### config.mk
export PLATFORM = sky130hd
export DESIGN_NAME = video_src_gen
export DESIGN_NICKNAME = d
export VERILOG_FILES = /design/src/rtl/video_src_pkg.sv /design/src/rtl/video_src_pix.sv /design/src/rtl/video_src_gen.sv
export SDC_FILE = /design/constraint.sdc
export NUM_CORES = 1
export LEC_CHECK = 0
export CORE_UTILIZATION = 50
export CTS_CLUSTER_DIAMETER = 40
export DETAILED_ROUTE_END_ITERATION = 10
export GPL_TIMING_DRIVEN = 0
export PLACE_DENSITY = 0.7
export SYNTH_ARGS = -nofsm -noshare
export SYNTH_HDL_FRONTEND = slang
export SYNTH_HIERARCHICAL = 1
export SYNTH_SLANG_ARGS = --single-unit
### constraint.sdc
create_clock -name clk -period 5.62 [get_ports clk]
set_clock_uncertainty 0.1 [all_clocks]
set_input_delay 1.686 -clock clk [delete_from_list [all_inputs] [get_ports clk]]
set_output_delay 1.686 -clock clk [all_outputs]
set_load 0.005 [all_outputs]
### src/rtl/video_src_pkg.sv
// Shared types for the video stream source.
package video_src_pkg;

    // Frame sequencer states.
    typedef enum logic [1:0] {
        ST_IDLE   = 2'd0,
        ST_ACTIVE = 2'd1,
        ST_HBLANK = 2'd2,
        ST_VBLANK = 2'd3
    } state_t;

    // Test pattern selector, encoded as on cfg_pattern.
    typedef enum logic [1:0] {
        PAT_XRAMP = 2'd0,
        PAT_YRAMP = 2'd1,
        PAT_DELTA = 2'd2,
        PAT_CONST = 2'd3
    } pattern_t;

endpackage

### src/rtl/video_src_pix.sv
// Registered pattern generator: maps (x, y, latched config) to a pixel.
module video_src_pix
    import video_src_pkg::*;
#(
    parameter int unsigned DATA_WIDTH = 8,
    parameter int unsigned CNT_WIDTH  = 12
) (
    input  logic                  clk,
    input  logic                  rst,
    input  logic                  load,
    input  logic [CNT_WIDTH-1:0]  x,
    input  logic [CNT_WIDTH-1:0]  y,
    input  logic [CNT_WIDTH-1:0]  w,
    input  logic [CNT_WIDTH-1:0]  h,
    input  pattern_t              pattern,
    input  logic [DATA_WIDTH-1:0] value,
    output logic [DATA_WIDTH-1:0] pix
);

    logic [DATA_WIDTH-1:0] pix_c;

    // Pattern select for the pixel at the current position.
    always_comb begin
        pix_c = '0;
        case (pattern)
            PAT_XRAMP: pix_c = DATA_WIDTH'(x);
            PAT_YRAMP: pix_c = DATA_WIDTH'(y);
            PAT_DELTA: pix_c = ((x == (w >> 1)) && (y == (h >> 1))) ? '1 : '0;
            PAT_CONST: pix_c = value;
            default:   pix_c = '0;
        endcase
    end

    // Capture only on DE cycles so the pixel holds between strobes.
    always_ff @(posedge clk or negedge rst) begin
        if (!rst) begin
            pix <= '0;
        end else if (load) begin
            pix <= pix_c;
        end
    end

endmodule

### src/rtl/video_src_gen.sv
// Video stream source: frame sequencer, counters, config shadows, registered outputs.
module video_src_gen
    import video_src_pkg::*;
#(
    parameter int unsigned DATA_WIDTH = 8,
    parameter int unsigned CNT_WIDTH  = 12,
    parameter int unsigned GAP_WIDTH  = 4
) (
    input  logic                  clk,
    input  logic                  rst,
    input  logic                  en,
    input  logic [CNT_WIDTH-1:0]  cfg_w,
    input  logic [CNT_WIDTH-1:0]  cfg_h,
    input  logic [GAP_WIDTH-1:0]  cfg_de_gap,
    input  logic [CNT_WIDTH-1:0]  cfg_hblank,
    input  logic [CNT_WIDTH-1:0]  cfg_vblank,
    input  logic [1:0]            cfg_pattern,
    input  logic [DATA_WIDTH-1:0] cfg_value,
    output logic [DATA_WIDTH-1:0] do_o,
    output logic                  de_o,
    output logic                  hs_o,
    output logic                  vs_o,
    output logic                  busy_o,
    output logic                  frame_done_o
);

    state_t state, state_nx;

    logic [CNT_WIDTH-1:0]  x_q, x_nx;
    logic [CNT_WIDTH-1:0]  y_q, y_nx;
    logic [CNT_WIDTH-1:0]  blank_q, blank_nx;
    logic [GAP_WIDTH-1:0]  gap_q, gap_nx;

    // Shadow config; blank lengths are stored already clamped to >= 1.
    logic [CNT_WIDTH-1:0]  w_q, w_nx;
    logic [CNT_WIDTH-1:0]  h_q, h_nx;
    logic [GAP_WIDTH-1:0]  gap_cfg_q, gap_cfg_nx;
    logic [CNT_WIDTH-1:0]  hblank_q, hblank_nx;
    logic [CNT_WIDTH-1:0]  vblank_q, vblank_nx;
    pattern_t              pat_q, pat_nx;
    logic [DATA_WIDTH-1:0] value_q, value_nx;

    logic start_c;
    logic latch_c;
    logic de_c;
    logic hs_c;
    logic vs_c;
    logic busy_c;
    logic done_c;

    assign start_c = en && (cfg_w != '0) && (cfg_h != '0);

    // Next-state, counter and strobe decode.
    always_comb begin
        state_nx   = state;
        x_nx       = x_q;
        y_nx       = y_q;
        blank_nx   = blank_q;
        gap_nx     = gap_q;
        w_nx       = w_q;
        h_nx       = h_q;
        gap_cfg_nx = gap_cfg_q;
        hblank_nx  = hblank_q;
        vblank_nx  = vblank_q;
        pat_nx     = pat_q;
        value_nx   = value_q;
        latch_c    = 1'b0;
        de_c       = 1'b0;
        hs_c       = 1'b1;
        vs_c       = 1'b1;
        busy_c     = 1'b0;
        done_c     = 1'b0;

        case (state)
            ST_IDLE: begin
                if (start_c) begin
                    state_nx = ST_ACTIVE;
                    latch_c  = 1'b1;
                end
            end
            ST_ACTIVE: begin
                hs_c   = 1'b0;
                vs_c   = 1'b0;
                busy_c = 1'b1;
                if (gap_q != gap_cfg_q) begin
                    gap_nx = gap_q + GAP_WIDTH'(1);
                end else begin
                    de_c   = 1'b1;
                    gap_nx = '0;
                    if (x_q == w_q - CNT_WIDTH'(1)) begin
                        x_nx     = '0;
                        blank_nx = '0;
                        state_nx = (y_q == h_q - CNT_WIDTH'(1)) ? ST_VBLANK : ST_HBLANK;
                    end else begin
                        x_nx = x_q + CNT_WIDTH'(1);
                    end
                end
            end
            ST_HBLANK: begin
                vs_c   = 1'b0;
                busy_c = 1'b1;
                if (blank_q == hblank_q - CNT_WIDTH'(1)) begin
                    blank_nx = '0;
                    y_nx     = y_q + CNT_WIDTH'(1);
                    state_nx = ST_ACTIVE;
                end else begin
                    blank_nx = blank_q + CNT_WIDTH'(1);
                end
            end
            ST_VBLANK: begin
                busy_c = 1'b1;
                if (blank_q == vblank_q - CNT_WIDTH'(1)) begin
                    done_c   = 1'b1;
                    blank_nx = '0;
                    y_nx     = '0;
                    if (start_c) begin
                        state_nx = ST_ACTIVE;
                        latch_c  = 1'b1;
                    end else begin
                        state_nx = ST_IDLE;
                    end
                end else begin
                    blank_nx = blank_q + CNT_WIDTH'(1);
                end
            end
            default: begin
                state_nx = ST_IDLE;
            end
        endcase

        // Frame start: snapshot config and rewind the raster position.
        if (latch_c) begin
            x_nx       = '0;
            y_nx       = '0;
            gap_nx     = '0;
            blank_nx   = '0;
            w_nx       = cfg_w;
            h_nx       = cfg_h;
            gap_cfg_nx = cfg_de_gap;
            hblank_nx  = (cfg_hblank == '0) ? CNT_WIDTH'(1) : cfg_hblank;
            vblank_nx  = (cfg_vblank == '0) ? CNT_WIDTH'(1) : cfg_vblank;
            pat_nx     = pattern_t'(cfg_pattern);
            value_nx   = cfg_value;
        end
    end

    // State, counters and config shadows.
    always_ff @(posedge clk or negedge rst) begin
        if (!rst) begin
            state     <= ST_IDLE;
            x_q       <= '0;
            y_q       <= '0;
            blank_q   <= '0;
            gap_q     <= '0;
            w_q       <= '0;
            h_q       <= '0;
            gap_cfg_q <= '0;
            hblank_q  <= CNT_WIDTH'(1);
            vblank_q  <= CNT_WIDTH'(1);
            pat_q     <= PAT_XRAMP;
            value_q   <= '0;
        end else begin
            state     <= state_nx;
            x_q       <= x_nx;
            y_q       <= y_nx;
            blank_q   <= blank_nx;
            gap_q     <= gap_nx;
            w_q       <= w_nx;
            h_q       <= h_nx;
            gap_cfg_q <= gap_cfg_nx;
            hblank_q  <= hblank_nx;
            vblank_q  <= vblank_nx;
            pat_q     <= pat_nx;
            value_q   <= value_nx;
        end
    end

    // Sync/strobe stage, aligned with the registered pixel.
    always_ff @(posedge clk or negedge rst) begin
        if (!rst) begin
            de_o         <= 1'b0;
            hs_o         <= 1'b1;
            vs_o         <= 1'b1;
            busy_o       <= 1'b0;
            frame_done_o <= 1'b0;
        end else begin
            de_o         <= de_c;
            hs_o         <= hs_c;
            vs_o         <= vs_c;
            busy_o       <= busy_c;
            frame_done_o <= done_c;
        end
    end

    video_src_pix #(
        .DATA_WIDTH (DATA_WIDTH),
        .CNT_WIDTH  (CNT_WIDTH)
    ) u_pix (
        .clk     (clk),
        .rst     (rst),
        .load    (de_c),
        .x       (x_q),
        .y       (y_q),
        .w       (w_q),
        .h       (h_q),
        .pattern (pat_q),
        .value   (value_q),
        .pix     (do_o)
    );

endmodule

==> results_dict.tcl, run 1 <==
set metrics [dict create \
    status "complete, no violations" \
    path_clk_slew_ps 50 \
    ys.flop_type "dfrtp_1" \
    cts-buffers-inserted 17 \
    power_density_nw_per_um2 227 \
    fmax_ghz 0.253 \
    reg2reg_to "blank_q[7]" \
    synth.yosys.seq_area_share_pct 40.0 \
    worst_hold_slack_ps 399 \
    report.final.slew_viol_count 0 \
    antenna_found_initial 0 \
    cp_slowest_cell "nor4_1" \
    postCtsSetupRepairBufs 0 \
    cap_violations 0 \
    cts_buffer_depth 2 \
    setup_viol 0 \
    r2r_slack_ps 1840 \
    max-vdd-ir-drop_uv 255 \
    min-delay-start "u_pix/pix[3]" \
    start_util_pct 52.0 \
    slew_headroom_pct 40.3 \
    drtAntennaViolNets 0 \
    grt_pass1_wl_mm 30.8 \
    totalPowerFinal_mw 2.04 \
    synth.distinct_cells 81 \
    cts_sinks 117 \
    synth_common_cells "dfrtp_1 (113), xor2_1 (63), mux2_2 (50)" \
    synth_edf_count 0 \
    io_buffers 77 \
    wl_per_cell_um 18.6 \
    io_pins 78 \
    required_ps 5880 \
    pre_cts_ws_ps 1230 \
    cts_tree "yes" \
    grt_pass1_vias 6055 \
    syn_to_final_growth_pct 22.4 \
    first_pass_iters 4 \
    path_cells "clkdlybuf4s50_1 -> nor4_1 -> nand3_1 -> nand3_1 -> nor2_1 -> a21oi_1 -> inv_1 -> nor3_1 -> mux2_2" \
    cp-start-kind "input pin" \
    synth.top_cell.area_share_pct 38.6 \
    ff2ff_path_depth 12 \
    ys_ff_latch 117 \
    design.core.area_um2 14100 \
    fp-row-count 43 \
    die_y_um 123 \
    gp_congestion 0.878 \
    yosysMostFrequentCell "dfrtp_1" \
    min_period_over_period_pct 70.3 \
    via_per_inst 6.01 \
    post_synth_instance_area_um2 7330 \
    dp_hpwl_mm 14.2 \
    min_period_ps 3950 \
    die_w_um 123 \
    syn_area_per_cell_um2 9.95 \
    r2r_start "w_q[1]" \
    async_flop_share_pct 100 \
    cts_resized 0 \
    tightest_slew_ps 887 \
    synthCells 737 \
    fillCellCount 1148 \
    wl_mm 19.1 \
    fin_nets 911 \
    htree_levels 4 \
    crit_path_max_fanout 5 \
    drive_above_1_share_pct 15.0 \
    rsz0062_at_grt "false" \
    antenna_cells 0 \
    drt-initial-drc-count 358 \
    cp.arrival_ps 4210 \
    worstSetupEndpointType "flop" \
    overflow 0 \
    synth_area_leader_cell "dfrtp_1" \
    synth_nets 814 \
    crit_path_max_incr_delay_ps 500 \
    p_leak_nw 4.01 \
    hold_viol_final 0 \
    worstHoldPathCells 2 \
    ys.warnings.count 6 \
    min_path_type "reg2reg" \
    cts_root_buffer "clkbuf_16" \
    grt_max_degree 73 \
    hold_path_end "u_pix/pix[3]" \
    remaining_drc_errors 0 \
    dr_total_vias 6169 \
    die_area_um2 15200 \
    grt_usage_pct 27.0 \
    holdBufCountCts 0 \
    synth_top_cells_by_area "dfrtp_1 (39%), mux2_2 (7.7%), xor2_1 (7.5%)" \
    path_class "in2reg" \
    worst_slack_ps 1670 \
    path_common_cell "nand3_1" \
    clk_latency_ps 420 \
]
critical path, delay by kind of cell:
kind,cells,cell delay [ps]
AO/OA/AOI/OAI,1,280
buffers and inverters,2,510
multiplexers,1,250
AND/OR/NAND/NOR,5,1480
cell type report:
class                           count  area [um^2]  share of cell area (%)
Buffer                             37          180                    2.01
Tap cell                          180          225                    2.51
Clock inverter                     12          151                    1.69
Multi-Input combinational cell    555         4110                    45.8
Sequential cell                   117         2930                    32.7
Timing Repair Buffer               78          800                    8.91
Inverter                           28          105                    1.17
Clock buffer                       20          467                    5.20
routing by layer:
layer | GRT usage [%] | up-vias | wire length [um]
met5 | 0 | - | 0
met4 | 12.4 | 0 | 658
met3 | 5.40 | 44 | 862
met2 | 45.1 | 181 | 9430
met1 | 33.5 | 3047 | 8140
li1 | - | 2897 | -
flip-flops by register name (all words and copies together) (netlist names), 2 cells and up:
name	cells
blank_q	12
u_pix/pix	8
gap_q	4
state	2
value_q	8
h_q	12
y_q	12
x_q	12
hblank_q	12
gap_cfg_q	4
vblank_q	12
pat_q	2
w_q	12
where the power goes:
group / total [mW] / leakage (nW) / switching (mW) / internal, mW
clock network: 1.12 / 0.290 / 0.394 / 0.730
registers: 0.843 / 1.53 / 0 / 0.843
logic: 0.0722 / 2.19 / 0.0298 / 0.0424
layout by cell type (no fill, tap or decap), drive strengths merged, types with 12 or more instances in the layout:
master / n
clkbuf: 38
xnor2: 39
nor3: 18
xor2: 63
nand2: 47
nor4: 26
nor2: 39
ha: 12
a21oi: 24
inv: 29
clkdlybuf4s50: 76
nand3: 22
mux2: 52
buf: 21
dfrtp: 113
o21ai: 38
o31ai: 17
per-stage QoR:
step / setup TNS, ps / util, % / area (um^2) / instances
5_1_grt: 0 / 63.7 / 8970 / 1027
2_1_floorplan: 0 / - / 7330 / 737
4_1_cts: 0 / 63.7 / 8970 / 1027
6_report: 0 / 63.7 / 8970 / 1027
3_3_place_gp: -192310 / 59.1 / 8330 / 994
3_5_place_dp: 0 / 59.3 / 8360 / 995
worst max path at each step:
| stage | from | endpoint | slack (ps) | cells after the start |
|---|---|---|---|---|
| after floorplan | cfg_w[6] | w_q[7] | 2330 | 9 |
| after global placement | rst | hblank_q[9] | -1700 | 1 |
| after detailed placement | cfg_h[1] | y_q[0] | 1230 | 9 |
| after CTS | cfg_h[1] | y_q[0] | 1650 | 9 |
| after global routing | cfg_h[1] | y_q[0] | 1480 | 9 |
| final | cfg_h[1] | y_q[0] | 1670 | 9 |
logic make-up after synthesis:
kind of cell	after synthesis	share of synthesized area [%]
multiplexers	56	8.53
adder cells (fa/ha/maj)	13	2.18
AO/OA/AOI/OAI	154	14.6
flip-flops	117	40.0
XOR/XNOR	102	12.2
AND/OR/NAND/NOR	230	18.6
buffers and inverters	65	3.89
Note: power is estimated with default switching activity, not from simulation.
==> run 2, diff against run 1 <==
==> constraint.sdc (replaced) <==
create_clock -name clk -period 3.9 [get_ports clk]
set_clock_uncertainty 0.1 [all_clocks]
set_input_delay 1.17 -clock clk [delete_from_list [all_inputs] [get_ports clk]]
set_output_delay 1.17 -clock clk [all_outputs]
set_load 0.005 [all_outputs]
==> results_dict.tcl, run 2 (synthesis results as in run 1) <==
set metrics [dict create \
    path_class "reg2reg" \
    path_cells "inv_1 -> ha_1 -> nor3b_2 -> nand2_1 -> xnor2_1 -> a2111o_1 -> nor4b_4 -> a21oi_1 -> buf_2 -> clkbuf_1 -> o31ai_1 -> a21oi_1" \
    start_util_pct 52.0 \
    cts_buffer_depth 2 \
    setup_viol 0 \
    postCtsSetupRepairBufs 0 \
    design.core.area_um2 14100 \
    io_buffers 77 \
    die_y_um 123 \
    final_cell_mix "dfrtp_1 (113), clkdlybuf4s50_1 (76), xor2_1 (63)" \
    holdBufCountCts 0 \
    min_period_ps 3590 \
    fillCellCount 1146 \
    drtAntennaViolNets 0 \
    rsz0062_at_grt "false" \
    cp-start-kind "flop" \
    drt-initial-drc-count 379 \
    max-vdd-ir-drop_uv 367 \
    clk_latency_ps 420 \
    wl_mm 19.2 \
    r2r_slack_ps 310 \
    crit_path_max_fanout 10 \
    dr_total_vias 6171 \
    final_common_cell "dfrtp_1" \
    min_period_over_period_pct 92.0 \
    fp-row-count 43 \
    final_cells 1027 \
    cts_tree "yes" \
    grt_pass1_wl_mm 30.8 \
    cts-buffers-inserted 17 \
    die_area_um2 15200 \
    cpLargestDelayFamily "simple AND/OR/NAND/NOR gates" \
    grt_usage_pct 27.0 \
    wl_per_cell_um 18.7 \
    path_common_cell "a21oi_1" \
    antenna_found_initial 0 \
    remaining_drc_errors 0 \
    fmax_ghz 0.279 \
    fin_nets 911 \
    die_w_um 123 \
    antenna_cells 0 \
    crit_path_max_incr_delay_ps 450 \
    required_ps 4070 \
    power_density_nw_per_um2 327 \
    cp_slowest_cell "dfrtp_1" \
    overflow 0 \
    path_clk_slew_ps 50 \
    grt_pass1_vias 6055 \
    cts_sinks 117 \
    first_pass_iters 5 \
    via_per_inst 6.01 \
    cap_violations 0 \
    htree_levels 4 \
    drive_above_1_share_pct 15.1 \
    report.final.slew_viol_count 0 \
    worst_hold_slack_ps 397 \
    tightest_slew_ps 894 \
    min_path_type "reg2reg" \
    dp_hpwl_mm 14.2 \
    p_leak_nw 4.02 \
    status "complete, no violations" \
    worstSetupEndpointType "flop" \
    cp.arrival_ps 3760 \
    io_pins 78 \
    grt_max_degree 73 \
    cts_root_buffer "clkbuf_16" \
    gp_congestion 0.878 \
    syn_to_final_growth_pct 22.5 \
    critical_path_buf_inv_count 3 \
    dp_cells 995 \
    slew_headroom_pct 39.8 \
    hold_viol_final 0 \
]
==> run 2: cell counts in the layout (fill, tap and decap cells not counted) <==
No cell type changed its count.
==> run 2: final timing paths <==
| check | endpoint | from | cells past startpoint |
|---|---|---|---|
| worst max-delay path | blank_q[7] | w_q[1] | 12 |
| worst min-delay path | u_pix/pix[7] | u_pix/pix[7] | 2 |
| worst max register to register | blank_q[7] | w_q[1] | 12 |
| worst min register to register | u_pix/pix[7] | u_pix/pix[7] | 2 |
| max in group asynchronous | hs_o | rst | 2 |
| min in group asynchronous | value_q[0] | rst | 1 |
==> run 2: metrics by stage <==
stage	setup slack [ps]	TNS (ps)	power [mW]	util, %	cell area, um^2
2_1_floorplan	841	0	1.24	-	7330
3_3_place_gp	-2910	-333170	1.34	59.1	8330
3_5_place_dp	28.7	0	1.34	59.3	8360
4_1_cts	173	0	2.96	63.7	8970
5_1_grt	165	0	3.03	63.7	8980
6_report	310	0	2.94	63.7	8980
==> run 2: per-layer routing <==
| layer | global-route usage [%] | up-vias | wire [um] |
|---|---|---|---|
| li1 | - | 2898 | - |
| met1 | 33.5 | 3054 | 8280 |
| met2 | 45.1 | 182 | 9440 |
| met3 | 5.40 | 37 | 836 |
| met4 | 12.4 | 0 | 605 |
| met5 | 0 | - | 0 |
==> run 2: worst reg2reg max path, cell delays in order (launching register included) <==
cell      delay (ps)
dfrtp_1          450
inv_1            110
ha_1             280
nor3b_2          390
nand2_1          140
xnor2_1          140
a2111o_1         330
nor4b_4          440
a21oi_1          160
buf_2            200
clkbuf_1         240
o31ai_1          350
a21oi_1          120
==> run 2: area by class of cell <==
type | instances | area [um^2] | area share [%]
Clock buffer | 20 | 467 | 5.20
Tap cell | 180 | 225 | 2.51
Sequential cell | 117 | 2930 | 32.7
Clock inverter | 12 | 151 | 1.69
Inverter | 28 | 105 | 1.17
Timing Repair Buffer | 78 | 800 | 8.90
Buffer | 37 | 180 | 2.01
Multi-Input combinational cell | 555 | 4120 | 45.9
==> run 2: timing repair <==
action	CTS	global route
setup endpoints to repair	0	5
gates resized for setup	0	1
endpoints found under the hold margin	0	0
==> run 2: power by group <==
| group | leakage, nW | internal (mW) | switching [mW] | total, mW |
|---|---|---|---|---|
| Combinational | 2.20 | 0.0611 | 0.0430 | 0.104 |
| Sequential | 1.53 | 1.22 | 0 | 1.22 |
| Clock | 0.290 | 1.05 | 0.567 | 1.62 |
| Total | 4.02 | 2.33 | 0.610 | 2.94 |
